--- src/rtl/display7_scan.sv ---
// Multiplexed seven-segment scanner: prescaled digit scan, frame-aligned
// double-buffered load and optional leading-zero blanking.
module display7_scan #(
  parameter int unsigned N_DIGITS       = 4,
  parameter int unsigned REFRESH_DIV    = 50000,
  parameter bit          SEG_ACTIVE_LOW = 1'b1
) (
  input  logic                  clk,
  input  logic                  rst_n,
  input  logic [4*N_DIGITS-1:0] palabra,
  input  logic                  cargar,
  input  logic                  blank_zeros,
  output logic [6:0]            seg,
  output logic [N_DIGITS-1:0]   an,
  output logic                  frame_done
);

  localparam int unsigned CNT_W = $clog2(REFRESH_DIV);
  localparam int unsigned IDX_W = $clog2(N_DIGITS);
  localparam logic [CNT_W-1:0]    CNT_LAST = CNT_W'(REFRESH_DIV - 1);
  localparam logic [CNT_W-1:0]    CNT_PRE  = CNT_W'(REFRESH_DIV - 2);
  localparam logic [IDX_W-1:0]    IDX_LAST = IDX_W'(N_DIGITS - 1);
  localparam logic [N_DIGITS-1:0] AN_ONE   = {{(N_DIGITS-1){1'b0}}, 1'b1};

  function automatic logic [6:0] seg7_f(input logic [3:0] nib);
    logic [6:0] pat;
    case (nib)
      4'h0:    pat = 7'h3F;
      4'h1:    pat = 7'h06;
      4'h2:    pat = 7'h5B;
      4'h3:    pat = 7'h4F;
      4'h4:    pat = 7'h66;
      4'h5:    pat = 7'h6D;
      4'h6:    pat = 7'h7D;
      4'h7:    pat = 7'h07;
      4'h8:    pat = 7'h7F;
      4'h9:    pat = 7'h6F;
      4'hA:    pat = 7'h77;
      4'hB:    pat = 7'h7C;
      4'hC:    pat = 7'h39;
      4'hD:    pat = 7'h5E;
      4'hE:    pat = 7'h79;
      4'hF:    pat = 7'h71;
      default: pat = 7'h00;
    endcase
    return pat;
  endfunction

  logic [CNT_W-1:0]      cnt_q, cnt_d;
  logic [IDX_W-1:0]      idx_q, idx_d;
  logic [4*N_DIGITS-1:0] shadow_q, shadow_d;
  logic [4*N_DIGITS-1:0] disp_q, disp_d;
  logic                  pend_q, pend_d;
  logic                  fd_q, fd_d;

  logic                  tick_s;
  logic                  frame_end_s;
  logic                  commit_s;
  logic [N_DIGITS-1:0]   nz_s;
  logic                  blank_s;
  logic [3:0]            nib_s;
  logic [6:0]            seg_hi_s;
  logic [N_DIGITS-1:0]   an_hi_s;

  // Next-state logic for prescaler, digit index, load buffers and frame pulse
  always_comb begin
    tick_s      = (cnt_q == CNT_LAST);
    frame_end_s = tick_s && (idx_q == IDX_LAST);
    commit_s    = frame_end_s && pend_q;
    cnt_d       = cnt_q + 1'b1;
    idx_d       = idx_q;
    shadow_d    = shadow_q;
    disp_d      = disp_q;
    pend_d      = pend_q;
    if (tick_s) begin
      cnt_d = '0;
      if (idx_q == IDX_LAST) begin
        idx_d = '0;
      end else begin
        idx_d = idx_q + 1'b1;
      end
    end else begin
      cnt_d = cnt_q + 1'b1;
    end
    if (commit_s) begin
      disp_d = shadow_q;
    end else begin
      disp_d = disp_q;
    end
    // A load coinciding with a commit keeps pending so the new value lands next frame
    if (cargar) begin
      shadow_d = palabra;
      pend_d   = 1'b1;
    end else if (commit_s) begin
      pend_d   = 1'b0;
    end else begin
      pend_d   = pend_q;
    end
    // Registered pulse is timed one cycle early so it is high on the wrap cycle itself
    fd_d = (cnt_q == CNT_PRE) && (idx_q == IDX_LAST);
  end

  // State registers with asynchronous clear
  always_ff @(posedge clk or negedge rst_n) begin
    if (!rst_n) begin
      cnt_q    <= '0;
      idx_q    <= '0;
      shadow_q <= '0;
      disp_q   <= '0;
      pend_q   <= 1'b0;
      fd_q     <= 1'b0;
    end else begin
      cnt_q    <= cnt_d;
      idx_q    <= idx_d;
      shadow_q <= shadow_d;
      disp_q   <= disp_d;
      pend_q   <= pend_d;
      fd_q     <= fd_d;
    end
  end

  // Digit decode and leading-zero blanking for the digit under scan
  always_comb begin
    for (int unsigned j = 0; j < N_DIGITS; j++) begin
      nz_s[j] = |disp_q[j*32'd4 +: 4];
    end
    nib_s = disp_q[{idx_q, 2'b00} +: 4];
    if (blank_zeros && (idx_q != '0) && ((nz_s >> idx_q) == '0)) begin
      blank_s = 1'b1;
    end else begin
      blank_s = 1'b0;
    end
    if (blank_s) begin
      seg_hi_s = 7'h00;
      an_hi_s  = '0;
    end else begin
      seg_hi_s = seg7_f(nib_s);
      an_hi_s  = AN_ONE << idx_q;
    end
  end

  // Output polarity
  always_comb begin
    if (SEG_ACTIVE_LOW) begin
      seg = ~seg_hi_s;
      an  = ~an_hi_s;
    end else begin
      seg = seg_hi_s;
      an  = an_hi_s;
    end
  end

  assign frame_done = fd_q;

endmodule

--- config.mk ---
export PLATFORM = sky130hd
export DESIGN_NAME = display7_scan
export DESIGN_NICKNAME = d
export VERILOG_FILES = /design/src/rtl/display7_scan.sv
export SDC_FILE = /design/constraint.sdc
export NUM_CORES = 1
export LEC_CHECK = 0
export ABC_AREA = 1
export BUFFER_PORTS_ARGS = -buffer_cell sky130_fd_sc_hd__buf_2
export CORE_MARGIN = 2
export CORE_UTILIZATION = 40
export CTS_BUF_LIST = sky130_fd_sc_hd__clkbuf_16
export DETAILED_ROUTE_END_ITERATION = 6
export PLACE_DENSITY = 0.67
export SLEW_MARGIN = 15
export SYNTH_ARGS = -nofsm -noshare
export SYNTH_HDL_FRONTEND = slang
export SYNTH_SLANG_ARGS = --single-unit
export TNS_END_PERCENT = 100
--- constraint.sdc ---
create_clock -name clk -period 2.5 [get_ports clk]
set_input_delay 0.5 -clock clk [delete_from_list [all_inputs] [get_ports clk]]
set_output_delay 0.5 -clock clk [all_outputs]
set_load 0.05 [all_outputs]
==> results of run 1 <==
==> through the flow <==
step,hold WS [ns],std cells
2_1_floorplan,0.2044,384
3_3_place_gp,0.4466,506
6_report,0.2350,516
3_5_place_dp,0.4593,506
4_1_cts,0.2682,514
5_1_grt,0.3007,516
==> cells by family (layout without fill, tap and decap cells) <==
logic type,after synthesis,count (layout),share of synthesized area [%]
xor+xnor,7,7,2.077
compound gates,10,10,1.865
simple gates,263,263,39.81
buf+inv,40,73,7.079
fa+ha+maj,12,12,5.087
flops,52,52,44.09
==> layout make-up <==
| type | instances | area share [%] |
|---|---|---|
| well taps | 99 | 3.632 |
| inverters | 28 | 3.302 |
| clock inverters | 3 | 0.5869 |
| repair buffers | 37 | 7.080 |
| flip-flops and latches | 52 | 38.22 |
| multi-input cells | 292 | 43.51 |
| clock buffers | 5 | 3.668 |
==> flip-flops by register name, summed over array words and instances, names as in the netlist <==
| name | cells |
|---|---|
| cnt_q | 16 |
| disp_q | 16 |
| shadow_q | 16 |
| idx_q | 2 |
| frame_done | 1 |
| pend_q | 1 |
==> placed cells by master, fill, tap and decap left out, drive strengths merged <==
| cell type | n |
|---|---|
| nand2 | 163 |
| dfrtp | 52 |
| nand3 | 40 |
| nor2 | 34 |
| buf | 34 |
| inv | 27 |
| nand4 | 19 |
| ha | 12 |
| clkbuf | 8 |
| xor2 | 6 |
| o21ai | 5 |
| nor3 | 3 |
| a21oi | 3 |
| clkinv | 3 |
| nand3b | 1 |
| and3 | 1 |
| xnor2 | 1 |
| a21boi | 1 |
| and2 | 1 |
| nor4 | 1 |
| o21bai | 1 |
| clkinvlp | 1 |
==> metal layers <==
layer / vias to the layer above / global-route usage, %
li1: 1295 / -
met1: 1159 / 21.13
met2: 48 / 25.82
met3: 5 / 1.844
met4: 0 / 5.000
met5: - / 0
==> path summary, 6_finish.rpt <==
| kind | depth (start not counted) | start | to |
|---|---|---|---|
| setup reg to reg | 7 | cnt_q[0]$_DFF_PN0_ | disp_q[0]$_DFFE_PN0P_ |
| hold reg to reg | 1 | cnt_q[0]$_DFF_PN0_ | cnt_q[0]$_DFF_PN0_ |
| min in group clk | 3 | palabra[2] | shadow_q[2]$_DFFE_PN0P_ |
| setup / recovery | 9 | idx_q[0]$_DFFE_PN0N_ | seg[3] |
| hold / removal | 1 | rst_n | cnt_q[3]$_DFF_PN0_ |
| max in group asynchronous | 2 | rst_n | idx_q[1]$_DFFE_PN0N_ |
==> report_power, final <==
part / total, W / internal (W) / switching [W]
sequential: 0.000876 / 0.000864 / 0.0000124
clock: 0.000658 / 0.000369 / 0.000289
combinational: 0.0000613 / 0.0000226 / 0.0000387
total: 0.00160 / 0.00126 / 0.000340
==> repair_timing <==
action	in CTS	in global routing
endpoints found under the setup margin	10	10
setup buffers	0	2
pin swaps	0	3
cloned	0	0
resized for setup	9	25
==> flow_metrics.env, run 1 <==
export IMPL_seq_area_um2=1304
export IMPL_async_flop_share_pct=100.0
export IMPL_clock_skew_ns=0.005250
export IMPL_maxCapViolations=0
export IMPL_drt_first_pass_iters=4
export IMPL_grt_max_degree=31
export IMPL_cts_clk_slew_worst_paths_ns=0.07
export IMPL_grt_antenna_before_repair=0
export IMPL_ir_worst_vdd_uv=251.6
export IMPL_root_buffer="clkbuf_16"
export IMPL_clk_latency_ns=0.28
export IMPL_gp_congestion=0.9039
export IMPL_path_common_cell="nand3_1"
export IMPL_worst_pin_slew_ns=0.6403
export IMPL_num_rows=31
export IMPL_grt_pass1_wl_um=10650
export IMPL_via_per_inst=4.859
export IMPL_multi_input_area_um2=1484
export IMPL_drc=0
export IMPL_outcome="finished, final reports clean"
export IMPL_drtIter0Drc=111
export IMPL_post_synth_top_count_cell="nand2_1"
export IMPL_cpPeakStageDelay_ns=0.42
export IMPL_wl_per_cell_um=11.73
export IMPL_fin_nets=448
export IMPL_r2r_slack_ns=0.63
export IMPL_cts_tree="yes"
export IMPL_finalMaxSlewViolations=0
export IMPL_totalPowerFinal_w=0.001596
export IMPL_maxSlewHeadroom_pct=57.31
export IMPL_vias=2507
export IMPL_finalHoldViolCount=0
export IMPL_path_class="reg -> out"
export IMPL_hold_path_class="in -> async"
export IMPL_io_pin_count=32
export IMPL_dpl_cell_area_um2=3157
export IMPL_die_w_um=89.90
export IMPL_synthCells=384
export IMPL_synth_nets=416
export IMPL_rsz0062_at_grt="yes"
export IMPL_synth_area_leaders="dfrtp_1 (44%), nand2_1 (20%), nand3_1 (6.6%)"
export IMPL_pwr_density_cell_nw_per_um2=467.9
export IMPL_synth_edf_count=0
export IMPL_synth_seq_cells=52
export IMPL_ctsHoldBuffers=0
export IMPL_core_area_um2=7214
export IMPL_numCtsBuffers=5
export IMPL_dpl_hpwl_um=4352
export IMPL_final_setup_viol_count=0
export IMPL_grt_pass1_vias=2388
export IMPL_clockBufferDepth=2
export IMPL_path_cells="buf_6, nand2_1, nand3_1, nand2_2, ha_1, nand3_1, nand3_1, nand3_1, buf_6"
export IMPL_cts_sinks=52
export IMPL_synth_seq_area_share_pct=44.09
export IMPL_top_layer_used="met4"
export IMPL_dr_wl_met2_um=2757
export IMPL_grt_ovfl_total=0
export IMPL_syn_area_um2=2952
export IMPL_layout_drive_gt1_share_pct=17.99
export IMPL_pre_cts_ws_ns=0.1877
export IMPL_wl_met3_um=167
export IMPL_n_antenna_cell=0
export IMPL_final_setup_tns_ns=0
export IMPL_crit_family="simple AND/OR/NAND/NOR gates"
export IMPL_required_ns=2.00
export IMPL_synth_area_leader_cell="dfrtp_1"
export IMPL_h_tree_depth=2
export IMPL_crit_arrival_ns=1.91
export IMPL_synthTopCellsByCount="nand2_1 (160), dfrtp_1 (52), nand3_1 (39), nor2_1 (28), inv_1 (22)"
export IMPL_layout_setup_ws_ns=0.08615
export IMPL_layout_min_cycle_time_ns=2.414
export IMPL_timing_critical_path_buf_inv=2
export IMPL_total_leakage_power_nw=1.810
export IMPL_wl_met1_um=3058
export IMPL_track_usage_pct=15.47
export IMPL_fin_area_um2=3411
export IMPL_cp_end_kind="primary output"
export IMPL_slowest_stage="dfrtp_2"
export IMPL_port_buffers=31
export IMPL_yosysTopAreaCellShare_pct=44.09
export IMPL_post_route_util_pct=47.28
export IMPL_fmax_mhz=414.3
export IMPL_syn_to_final_growth_pct=15.56
export IMPL_synth_distinct_cells=30
export IMPL_fin_crit_sh_pct=96.55
export IMPL_n_fill_cell=739
export IMPL_critPathLaunchType="flop"
export IMPL_die_y_um=89.90
export IMPL_ant_nets=0
export IMPL_path_max_fanout=8
export IMPL_start_util_pct=40.91
export IMPL_drt_wl_total_um=6055
export IMPL_synth_area_per_cell_um2=7.686
export IMPL_synth_ff_type="dfrtp_1"
export IMPL_dieArea_um2=8082
export IMPL_synth_warnings=0
(Power assumes the default switching activity.)
==> run 2, diff against run 1 <==
Settings changed: CELL_PAD_IN_SITES_DETAIL_PLACEMENT from default to 1, CELL_PAD_IN_SITES_GLOBAL_PLACEMENT from default to 1, PLACE_DENSITY 0.67 to 0.83.
Clock period 2.5 ns to 3.14 ns, I/O delays scaled along.
==> run 2 against run 1 <==
  * Power decreased by 20%
  * Highest routed layer unchanged
  * Worst hold slack improved by 0.18 ns
  * Cell count decreased by 0.58%
  * Largest power group unchanged
  * First-iteration DRC count increased by 13%
  * Via count increased by 2.4%
==> flow_metrics.env, run 2 (synthesis gave the netlist of run 1 again) <==
export IMPL_dpl_hpwl_um=5356
export IMPL_fin_nets=445
export IMPL_fin_crit_sh_pct=91.05
export IMPL_root_buffer="clkbuf_16"
export IMPL_ir_worst_vdd_uv=290.8
export IMPL_ctsHoldBuffers=0
export IMPL_track_usage_pct=18.84
export IMPL_gp_congestion=0.9152
export IMPL_layout_setup_ws_ns=0.2812
export IMPL_clock_skew_ns=0.004890
export IMPL_syn_to_final_growth_pct=11.49
export IMPL_fmax_mhz=349.8
export IMPL_drtIter0Drc=125
export IMPL_drc=0
export IMPL_reg_largest_list="cnt_q: 16 flops, disp_q: 16 flops, shadow_q: 16 flops"
export IMPL_start_util_pct=40.91
export IMPL_final_common_cell="nand2_1"
export IMPL_pwr_share_clk_pct=41.1
export IMPL_cp_end_kind="primary output"
export IMPL_outcome="finished, final reports clean"
export IMPL_critPathLaunchType="flop"
export IMPL_power_switching_share_pct=21.68
export IMPL_path_class="reg -> out"
export IMPL_grt_pass1_wl_um=12770
export IMPL_final_setup_viol_count=0
export IMPL_reg2reg_from="cnt_q[0]$_DFF_PN0_"
export IMPL_clockBufferDepth=2
export IMPL_r2r_slack_ns=1.21
export IMPL_p_int_w=0.0009960
export IMPL_finalMaxSlewViolations=0
export IMPL_die_y_um=89.90
export IMPL_cts_clk_slew_worst_paths_ns=0.07
export IMPL_layout_min_cycle_time_ns=2.859
export IMPL_io_pin_count=32
export IMPL_wl_per_cell_um=13.78
export IMPL_maxSlewHeadroom_pct=47.59
export IMPL_maxCapViolations=0
export IMPL_final_setup_tns_ns=0
export IMPL_pwr_density_cell_nw_per_um2=386.4
export IMPL_required_ns=2.51
export IMPL_p_seq_share_pct=55.0
export IMPL_h_tree_depth=2
export IMPL_rsz0062_at_grt="no"
export IMPL_crit_arrival_ns=2.23
export IMPL_numCtsBuffers=5
export IMPL_layout_drive_gt1_share_pct=14.01
export IMPL_power_switching_w=0.0002757
export IMPL_port_buffers=31
export IMPL_drt_first_pass_iters=4
export IMPL_total_leakage_power_nw=1.779
export IMPL_r2r_end="disp_q[3]$_DFFE_PN0P_"
export IMPL_cts_tree="yes"
export IMPL_comb_power_share_pct=4.0
export IMPL_pre_cts_ws_ns=0.5268
export IMPL_post_route_util_pct=45.61
export IMPL_hold_path_class="in -> async"
export IMPL_cts_sinks=52
export IMPL_finalHoldViolCount=0
export IMPL_path_max_fanout=13
export IMPL_n_antenna_cell=0
export IMPL_die_w_um=89.90
export IMPL_slowest_stage="dfrtp_1"
export IMPL_ant_nets=0
export IMPL_via_per_inst=5.004
export IMPL_path_cells="inv_4, nand2_1, nand3_1, nand2_1, inv_1, ha_1, nand3_1, nand2_1, nand2_1, nand3_1, buf_2"
export IMPL_grt_ovfl_total=0
export IMPL_final_cell_mix="nand2_1 (160), dfrtp_1 (52), nand3_1 (39), buf_2 (31), nor2_1 (28)"
export IMPL_reg2regPathDepth=7
export IMPL_cpPeakStageDelay_ns=0.52
export IMPL_clk_latency_ns=0.28
export IMPL_num_rows=31
export IMPL_timing_critical_path_buf_inv=3
export IMPL_dieArea_um2=8082
export IMPL_path_common_cell="nand2_1"
export IMPL_grt_antenna_before_repair=0
export IMPL_dpl_cell_area_um2=3149
export IMPL_grt_max_degree=36
export IMPL_fin_area_um2=3291
export IMPL_crit_family="simple AND/OR/NAND/NOR gates"
export IMPL_vias=2567
export IMPL_grt_pass1_vias=2719
export IMPL_worst_pin_slew_ns=0.7861
export IMPL_core_area_um2=7214
export IMPL_drt_wl_total_um=7068
## run 2: area by class of cell
type,instances,area (µm²)
clock buffer,5,125.1
clock inverter,3,13.76
fill,965,3924
inverter,28,107.6
multi-input combinational,292,1441
sequential,52,1301
tap,99,123.9
timing repair buffer,34,177.7
## run 2: worst max path at each step
stage / endpoint / cells past startpoint / slack, ns / start
detailed placement: seg[5] / 11 / 0.53 / idx_q[0]$_DFFE_PN0N_
finish: seg[5] / 11 / 0.28 / idx_q[0]$_DFFE_PN0N_
global placement: seg[4] / 8 / 0.67 / idx_q[0]$_DFFE_PN0N_
floorplan: seg[1] / 9 / 0.48 / idx_q[0]$_DFFE_PN0N_
global route: seg[4] / 8 / 0.02 / idx_q[0]$_DFFE_PN0N_
CTS: seg[5] / 11 / 0.20 / idx_q[0]$_DFFE_PN0N_
## run 2: metal layers
layer  wire length [µm]  global-route usage, %  vias up
met2               3399                  32.89       39
met5                  0                      0        -
met4                104                  5.256        0
met3                145                  2.431        9
li1                   -                      -     1284
met1               3419                  24.70     1235
## run 2: power by group through the flow
stage / Clock [W] / Sequential (W) / Combinational, W
5_1_grt: 0.000568 / 0.000701 / 0.0000601
2_1_floorplan: 0 / 0.000708 / 0.0000209
3_3_place_gp: 0 / 0.000710 / 0.0000492
4_1_cts: 0.000540 / 0.000699 / 0.0000529
3_5_place_dp: 0 / 0.000712 / 0.0000527
6_report: 0.000522 / 0.000699 / 0.0000505
## run 2: worst register-to-register path: cells and delay by family (launching register included)
family / cells / cell delay (ns)
fa+ha+maj: 1 / 0.23
buf+inv: 1 / 0.12
flops: 1 / 0.38
simple gates: 5 / 1.13
## run 2: what timing repair did
item,CTS,global route
setup endpoints to repair,0,4
buffers inserted,0,0
resized for setup,0,1
## run 2: through the flow
stage               total power [W]  hold slack (ns)  cells
finish                     0.001272           0.4196    513
global route               0.001330           0.4791    513
CTS                        0.001292           0.4463    513
detailed placement        0.0007645           0.4614    505
global placement          0.0007588           0.4461    505
floorplan                 0.0007287           0.3324    384
==> run 3, diff against run 2 <==
Settings changed: MAX_ROUTING_LAYER from default to met4.
==> run 3 against run 2 <==
  * Sequential power hardly changed
  * Clock power decreased by 0.8%
  * Combinational power is 2% higher
  * Cell count shrank 0.19%
  * Core utilization down 0.069 points
  * Critical path type unchanged
  * Critical endpoint unchanged
  * Largest cell class unchanged
  * Largest power group unchanged
==> flow_metrics.env, run 3 (synthesis gave the netlist of run 1 again) <==
export IMPL_outcome="finished, final reports clean"
export IMPL_final_setup_tns_ns=0
export IMPL_clk_latency_ns=0.29
export IMPL_clock_skew_ns=0.007203
export IMPL_drtIter0Drc=87
export IMPL_fin_nets=445
export IMPL_p_seq_share_pct=55.1
export IMPL_path_class="reg -> out"
export IMPL_io_pin_count=32
export IMPL_cts_tree="yes"
export IMPL_reg2regPathDepth=7
export IMPL_grt_pass1_wl_um=12890
export IMPL_via_per_inst=4.965
export IMPL_pre_cts_ws_ns=0.5266
export IMPL_finalMaxSlewViolations=0
export IMPL_gp_congestion=0.8677
export IMPL_totalPowerFinal_w=0.001268
export IMPL_grt_max_degree=27
export IMPL_path_max_fanout=13
export IMPL_ctsResizeCount=0
export IMPL_ant_nets=0
export IMPL_n_fill_cell=939
export IMPL_final_cell_mix="nand2_1 (160), dfrtp_1 (52), nand3_1 (39), buf_2 (31), nor2_1 (28)"
export IMPL_total_leakage_power_nw=1.779
export IMPL_numCtsBuffers=5
export IMPL_n_antenna_cell=0
export IMPL_layout_min_cycle_time_ns=2.889
export IMPL_drt_first_pass_iters=4
export IMPL_cp_end_kind="primary output"
export IMPL_crit_arrival_ns=2.26
export IMPL_grt_ovfl_total=0
export IMPL_h_tree_depth=2
export IMPL_cts_sinks=52
export IMPL_ir_worst_vdd_uv=355.3
export IMPL_grt_pass1_vias=2740
export IMPL_cts_clk_slew_worst_paths_ns=0.06
export IMPL_p_int_w=0.0009930
export IMPL_wl_per_cell_um=14.38
export IMPL_drc=0
export IMPL_worst_pin_slew_ns=0.6150
export IMPL_final_common_cell="nand2_1"
export IMPL_track_usage_pct=19.90
export IMPL_vias=2542
export IMPL_die_y_um=89.90
export IMPL_final_setup_viol_count=0
export IMPL_clockBufferDepth=2
export IMPL_dp_cells=505
export IMPL_grt_antenna_before_repair=0
export IMPL_layout_setup_ws_ns=0.2506
export IMPL_die_w_um=89.90
export IMPL_num_rows=31
export IMPL_dpl_hpwl_um=5374
export IMPL_reg_largest_list="cnt_q: 16 flops, disp_q: 16 flops, shadow_q: 16 flops"
export IMPL_pwr_density_cell_nw_per_um2=386.0
export IMPL_port_buffers=31
export IMPL_critPathLaunchType="flop"
export IMPL_maxSlewHeadroom_pct=59.00
export IMPL_core_area_um2=7214
export IMPL_fin_crit_sh_pct=92.02
export IMPL_drt_wl_total_um=7361
export IMPL_comb_power_share_pct=4.1
export IMPL_power_switching_w=0.0002753
export IMPL_root_buffer="clkbuf_16"
export IMPL_power_switching_share_pct=21.70
export IMPL_rsz0062_at_grt="no"
export IMPL_dieArea_um2=8082
export IMPL_maxCapViolations=0
export IMPL_start_util_pct=40.91
export IMPL_required_ns=2.51
export IMPL_ctsHoldBuffers=0
export IMPL_finalHoldViolCount=0
export IMPL_hold_path_class="in -> async"
export IMPL_finalNonFillerCells=512
export IMPL_post_route_util_pct=45.54
export IMPL_layout_drive_gt1_share_pct=13.80
export IMPL_cts_setup_buffers=0
export IMPL_syn_to_final_growth_pct=11.32
export IMPL_fmax_mhz=346.1
export IMPL_pwr_share_clk_pct=40.8
-- run 3: power groups by stage --
stage / Sequential, W / Combinational (W) / Clock [W]
2_1_floorplan: 0.000708 / 0.0000209 / 0
4_1_cts: 0.000699 / 0.0000534 / 0.000531
3_3_place_gp: 0.000709 / 0.0000493 / 0
3_5_place_dp: 0.000711 / 0.0000531 / 0
5_1_grt: 0.000701 / 0.0000603 / 0.000552
6_report: 0.000699 / 0.0000514 / 0.000518
-- run 3: path summary, 6_finish.rpt --
check | from | slack [ns] | to
min reg2reg | shadow_q[6]$_DFFE_PN0P_ | 0.47 | shadow_q[6]$_DFFE_PN0P_
min | rst_n | 0.28 | cnt_q[1]$_DFF_PN0_
max | idx_q[0]$_DFFE_PN0N_ | 0.25 | seg[5]
min in group clk | shadow_q[6]$_DFFE_PN0P_ | 0.47 | shadow_q[6]$_DFFE_PN0P_
max in group asynchronous | rst_n | 2.23 | disp_q[4]$_DFFE_PN0P_
max reg2reg | cnt_q[1]$_DFF_PN0_ | 1.20 | disp_q[0]$_DFFE_PN0P_
-- run 3: layout make-up --
type / instances / area, µm² / share of cell area (%)
sequential: 52 / 1301 / 39.60
tap: 99 / 123.9 / 3.770
clock buffer: 5 / 125.1 / 3.808
timing repair buffer: 34 / 177.7 / 5.407
clock inverter: 2 / 8.758 / 0.2666
multi-input combinational: 292 / 1441 / 43.87
inverter: 28 / 107.6 / 3.275
-- run 3: metal layers --
layer	vias up	track usage [%]	share of wire [%]
met2	36	34.91	51
met1	1225	23.50	45
li1	1271	-	-
met4	0	6.538	1.6
met5	-	-	0
met3	10	3.101	2.4
-- run 3: through the flow --
step                      hold WS, ns  instance area (µm²)
final                          0.2783                 3286
after CTS                      0.2830                 3283
after global placement         0.4456                 3149
after floorplan                0.3324                 2952
after global routing           0.3104                 3286
after detailed placement       0.4585                 3149
-- run 3: worst max-delay path, cell delays in order (launching register included) --
cell and delay [ns]:
dfrtp_1 0.53, inv_4 0.20, nand2_1 0.08, nand3_1 0.07, nand2_1 0.16, inv_1 0.14
ha_1 0.18, nand3_1 0.13, nand2_1 0.10, nand2_1 0.05, nand3_1 0.06, buf_2 0.27
